--- src/rtl/dmem_port_arbiter.sv ---
// Shares the data-memory port between the MEM stage (priority) and an external requester.
// Define DMEM_ARB_FAIRNESS_EN to add the starvation counter and one-cycle pipeline stall.
module dmem_port_arbiter #(
   parameter int ADDR_W       = 12,
   parameter int DATA_W       = 32,
   parameter int STARVE_LIMIT = 4
) (
   input  logic              clock,
   input  logic              reset_n,
   input  logic              pipe_rd,
   input  logic              pipe_wr,
   input  logic [ADDR_W-1:0] pipe_addr,
   input  logic [DATA_W-1:0] pipe_wdata,
   output logic [DATA_W-1:0] pipe_rdata,
   output logic              pipe_stall,
   input  logic              ext_req,
   input  logic              ext_wr,
   input  logic [ADDR_W-1:0] ext_addr,
   input  logic [DATA_W-1:0] ext_wdata,
   output logic              ext_gnt,
   output logic [DATA_W-1:0] ext_rdata,
   output logic              ext_rvalid,
   output logic [ADDR_W-1:0] mem_addr,
   output logic [DATA_W-1:0] mem_wdata,
   output logic              mem_wr,
   output logic              mem_r,
   input  logic [DATA_W-1:0] mem_rdata
);

   logic pipe_req;
   logic pipe_gnt;
   logic ext_gnt_raw;
   logic stall_raw;

   assign pipe_req = pipe_rd | pipe_wr;

`ifdef DMEM_ARB_FAIRNESS_EN
   typedef enum logic {S_NORMAL, S_PIPE_OWED} state_t;

   localparam logic [3:0] LIMIT = 4'(STARVE_LIMIT);

   state_t     state, state_nxt;
   logic [3:0] starve_cnt;
   logic       at_limit;

   assign at_limit = (starve_cnt == LIMIT);

   always_ff @(posedge clock) begin
      if (!reset_n) state <= S_NORMAL;
      else          state <= state_nxt;
   end

   // A fairness grant always hands the next cycle back to the stalled MEM access.
   always_comb begin
      state_nxt = S_NORMAL;
      if (state == S_NORMAL && stall_raw) state_nxt = S_PIPE_OWED;
   end

   always_comb begin
      pipe_gnt    = 1'b0;
      ext_gnt_raw = 1'b0;
      stall_raw   = 1'b0;
      case (state)
         S_NORMAL: begin
            if (pipe_req && ext_req && at_limit) begin
               ext_gnt_raw = 1'b1;
               stall_raw   = 1'b1;
            end else if (pipe_req) begin
               pipe_gnt = 1'b1;
            end else begin
               ext_gnt_raw = ext_req;
            end
         end
         default: begin
            if (pipe_req) pipe_gnt = 1'b1;
            else          ext_gnt_raw = ext_req;
         end
      endcase
   end

   always_ff @(posedge clock) begin
      if (!reset_n || !ext_req || ext_gnt) starve_cnt <= 4'd0;
      else if (pipe_gnt && !at_limit)      starve_cnt <= starve_cnt + 4'd1;
   end
`else
   assign pipe_gnt    = pipe_req;
   assign ext_gnt_raw = ext_req & ~pipe_req;
   assign stall_raw   = 1'b0;
`endif

   assign pipe_stall = reset_n & stall_raw;
   assign ext_gnt    = reset_n & ext_gnt_raw;

   assign mem_addr   = ext_gnt ? ext_addr  : pipe_addr;
   assign mem_wdata  = ext_gnt ? ext_wdata : pipe_wdata;
   assign mem_wr     = ext_gnt ? ext_wr    : (reset_n & pipe_gnt & pipe_wr);
   assign mem_r      = ext_gnt ? ~ext_wr   : (reset_n & pipe_gnt & pipe_rd);
   assign pipe_rdata = mem_rdata;

   always_ff @(posedge clock) begin
      if (!reset_n) begin
         ext_rvalid <= 1'b0;
         ext_rdata  <= '0;
      end else begin
         ext_rvalid <= ext_gnt & ~ext_wr;
         if (ext_gnt && !ext_wr) ext_rdata <= mem_rdata;
      end
   end

endmodule

--- config.mk ---
export PLATFORM = sky130hd
export DESIGN_NAME = dmem_port_arbiter
export DESIGN_NICKNAME = d
export VERILOG_FILES = /design/src/rtl/dmem_port_arbiter.sv
export SDC_FILE = /design/constraint.sdc
export NUM_CORES = 1
export LEC_CHECK = 0
export ABC_AREA = 1
export CAP_MARGIN = 10
export CORE_UTILIZATION = 23
export DETAILED_ROUTE_END_ITERATION = 7
export GPL_TIMING_DRIVEN = 0
export MAX_ROUTING_LAYER = met4
export PLACE_DENSITY_LB_ADDON = 0.08
export SLEW_MARGIN = 20
export SYNTH_ARGS = -nofsm -noshare
export SYNTH_HDL_FRONTEND = slang
export SYNTH_SLANG_ARGS = --single-unit
--- constraint.sdc ---
create_clock -name clock -period 1.3 [get_ports clock]
set_input_delay 0.26 -clock clock [delete_from_list [all_inputs] [get_ports clock]]
set_output_delay 0.26 -clock clock [all_outputs]
set_load 0.05 [all_outputs]
==> reports/metrics.csv <==
stage;metric;value;unit
yosys;syn_avg_cell_area;5.566;µm²
worst_setup_path;cp_slowest_cell;nor2_4;
yosys;synth_most_common_cell;nand2_1;
yosys;netlist_top_cells_area;nand2_1 29%, dfxtp_1 26%, inv_1 14%;
clocking;cts_tree;yes;
worst_setup_path;worstSetupEndpoint;mem_addr[5];
clocking;htree_num_levels;2;
routing;drt-total-wl;11630;µm
layout;drive_above_1_share;44.35;%
power;powerDensity;618.6;mW/mm²
grt;grt_use_total;19.72;%
yosys;yosysTopAreaCell;nand2_1;
placement;io_buffer_count;236;
routing;wl_per_cell;13.43;µm
worst_setup_path;cp-end-kind;output pin;
grt;antenna_found_initial;0;
worst_setup_path;crit_required;1040;ps
die;fp-row-count;38;
layout;syn_to_final_growth;161.9;%
sta;fin_tns_setup;-9871;ps
sta;setup-violations-final;47;
layout;antenna_cells;0;
yosys;ys_ff_latch;33;
worst_hold_path;hold_class;input pin to register;
clocking;clk_pin_slew;80;ps
sta;fmax;632.4;MHz
flow_run;max-cap-violations;0;
clocking;clock-sinks;33;
clocking;cts_hold_buf;0;
die;design.die.area;0.01153;mm²
die;core;0.01084;mm²
routing;first_pass_iters;5;
worst_setup_path;criticalPathCategory;input pin to output pin;
die;initial_core_util;23.57;%
sta;slew_violations;0;
layout;multi_input_area;0.001936;mm²
outcome;status;finished, violations left;
clocking;clockBufferDepth;2;
yosys;synth.top_cell.area_share;29.24;%
routing;dr_total_vias;3607;
layout;final_area;0.006691;mm²
worst_setup_path;max_stage_delay;160;ps
worst_setup_path;r2r_end;ext_rdata[17]$_SDFFE_PN0P_;
clocking;cts_root_buf;clkbuf_8;
routing;drt_iter0_drc;75;
worst_setup_path;reg2reg_slack;680;ps
worst_setup_path;start_kind;input pin;
yosys;postSynthNetCount;585;
worst_setup_path;arrival;1320;ps
grt;grt-ovfl-total;0;
yosys;synthFlopType;dfxtp_1;
sta;setup_ws;-281.2;ps
sta;min_period;1581;ps
worst_setup_path;cp_max_fo;10;
layout;regArea;660.6;µm²
power;ir_drop;466.9;µV
grt;grt_pass1_wl;17400;µm
placement;place_area;0.005563;mm²
yosys;synthArstFlopShare;0;%
worst_setup_path;crit_chain;buf_8, nor2_4, nand2_8, buf_12, buf_4, buf_12, nand2_4, nand2_4, buf_8;
yosys;synthesis.area;0.002555;mm²
placement;routabilityCongestion;0.7294;
worst_setup_path;rr_startpoint;ext_rdata[17]$_SDFFE_PN0P_;
die;fp.dieH;107.4;µm
worst_setup_path;path_buf_inv;5;
sta;hold_viol;0;
routing;drc;0;
clocking;cts_made_buffers;5;
die;die_w;107.4;µm
layout;nNetsFinal;852;
power;leakage;0.003317;µW
worst_setup_path;r2r_cells;4;
placement;hpwl;8214;µm
worst_setup_path;cp-startpoint;pipe_rd;
yosys;syn_inst;459;
sta;rsz0062_at_grt;true;
yosys;yosysWarnings;0;
worst_setup_path;cp_top_family;buffers and inverters;
layout;fill_cells;957;
outcome;failed_checks;setup timing;
worst_setup_path;crit_cells;9;
sta;min_period_over_period;121.6;%
yosys;synth_enable_flop_cells;0;
yosys;yosys-top-cells-count;199 x nand2_1, 97 x inv_1, 38 x buf_4, 33 x dfxtp_1;
die;pin_count;239;
grt;grt_pass1_vias;3598;
sta;clock_skew;0;ps
routing;drt-vias-per-instance;4.165;
yosys;ys_seq_area_share;25.86;%
clocking;clk_latency;290;ps
routing;final_antenna_net_count;0;
grt;grt_max_degree;11;
yosys;synth_cell_types;18;
metrics by stage:
| step | utilization, % | std cells | hold slack, ps | power (µW) | setup WS (ps) |
|---|---|---|---|---|---|
| finish | 61.73 | 866 | 225.8 | 4139 | -281.2 |
| global route | 61.73 | 866 | 233.0 | 4310 | -313.9 |
| CTS | 60.60 | 865 | 221.8 | 4109 | -309.9 |
| detailed placement | 51.32 | 835 | 494.1 | 2979 | -1406 |
| global placement | 51.32 | 835 | 496.2 | 2964 | -1407 |
| floorplan | - | 459 | 489.0 | 2183 | -80.92 |
placed cells by master, fill, tap and decap left out, drive strengths merged:
cell / Yosys / routed
nand2: 201 / 201
buf: 54 / 169
clkdlybuf4s50: 0 / 117
inv: 99 / 100
dfxtp: 33 / 33
nor2: 33 / 33
nand4: 32 / 32
clkdlybuf4s15: 0 / 21
clkbuf: 3 / 9
dlygate4sd2: 0 / 3
clkdlybuf4s18: 0 / 2
clkinv: 1 / 1
nand3: 1 / 1
o21ai: 1 / 1
conb: 1 / 1
clkinvlp: 0 / 1
dlymetal6s2s: 0 / 1
per-layer routing:
metal / GRT usage [%] / vias to the layer above / part of all wire, %
met5: - / - / 0
met4: 5.871 / 0 / 2.4
met3: 5.751 / 22 / 8.6
met2: 36.45 / 156 / 53
met1: 20.05 / 1601 / 36
li1: - / 1828 / -
worst min-delay path: stages:
cell and delay, ps:
buf_6 120, nand2_1 60, nor2_1 40
final cells by class:
cell class	count	share of cell area, %
plain buffers	57	7.779
clock buffers	6	1.234
clock inverters	1	0.1122
inverters	100	5.927
multi-input cells	269	28.93
flip-flops and latches	33	9.873
well taps	140	2.618
repair buffers	259	43.29
repair inverters	1	0.2431
what timing repair did:
| item | in CTS | in global routing |
|---|---|---|
| pin swaps | 6 | 7 |
| hold endpoints to repair | 0 | 0 |
| buffers inserted | 18 | 2 |
| resized for setup | 822 | 72 |
| gates cloned | 5 | 0 |
| endpoints found under the setup margin | 142 | 82 |
worst min path at each step:
stage | slack [ps] | depth (start not counted) | startpoint | end
4_1_cts | 220 | 3 | reset_n | ext_rdata[31]$_SDFFE_PN0P_
5_1_grt | 230 | 3 | reset_n | ext_rdata[17]$_SDFFE_PN0P_
3_3_place_gp | 500 | 4 | ext_rdata[4]$_SDFFE_PN0P_ | ext_rdata[4]$_SDFFE_PN0P_
6_report | 230 | 3 | reset_n | ext_rdata[17]$_SDFFE_PN0P_
2_1_floorplan | 490 | 4 | mem_rdata[16] | ext_rdata[16]$_SDFFE_PN0P_
3_5_place_dp | 490 | 4 | ext_rdata[8]$_SDFFE_PN0P_ | ext_rdata[8]$_SDFFE_PN0P_
cells by family (layout without fill, tap and decap cells):
kind of cell           count (synthesis)  count (layout)  synth area share [%]
other                                  1               1                0.1468
AOI/OAI and AO/OA                      1               1                0.1957
and+or+nand+nor                      267             267                 43.59
buffers and inverters                157             424                 30.22
DFF                                   33              33                 25.86
flip-flops by register name, summed over array words and instances (netlist names):
signal and cells:
ext_rvalid 1, ext_rdata 32
power by group:
part / total, µW / switching, µW / leakage [µW] / internal, µW
combinational: 2260 / 1210 / 0.00301 / 1050
clock: 834 / 415 / 0.0000433 / 419
sequential: 1040 / 10.3 / 0.000267 / 1030
(Power assumes the default switching activity.)
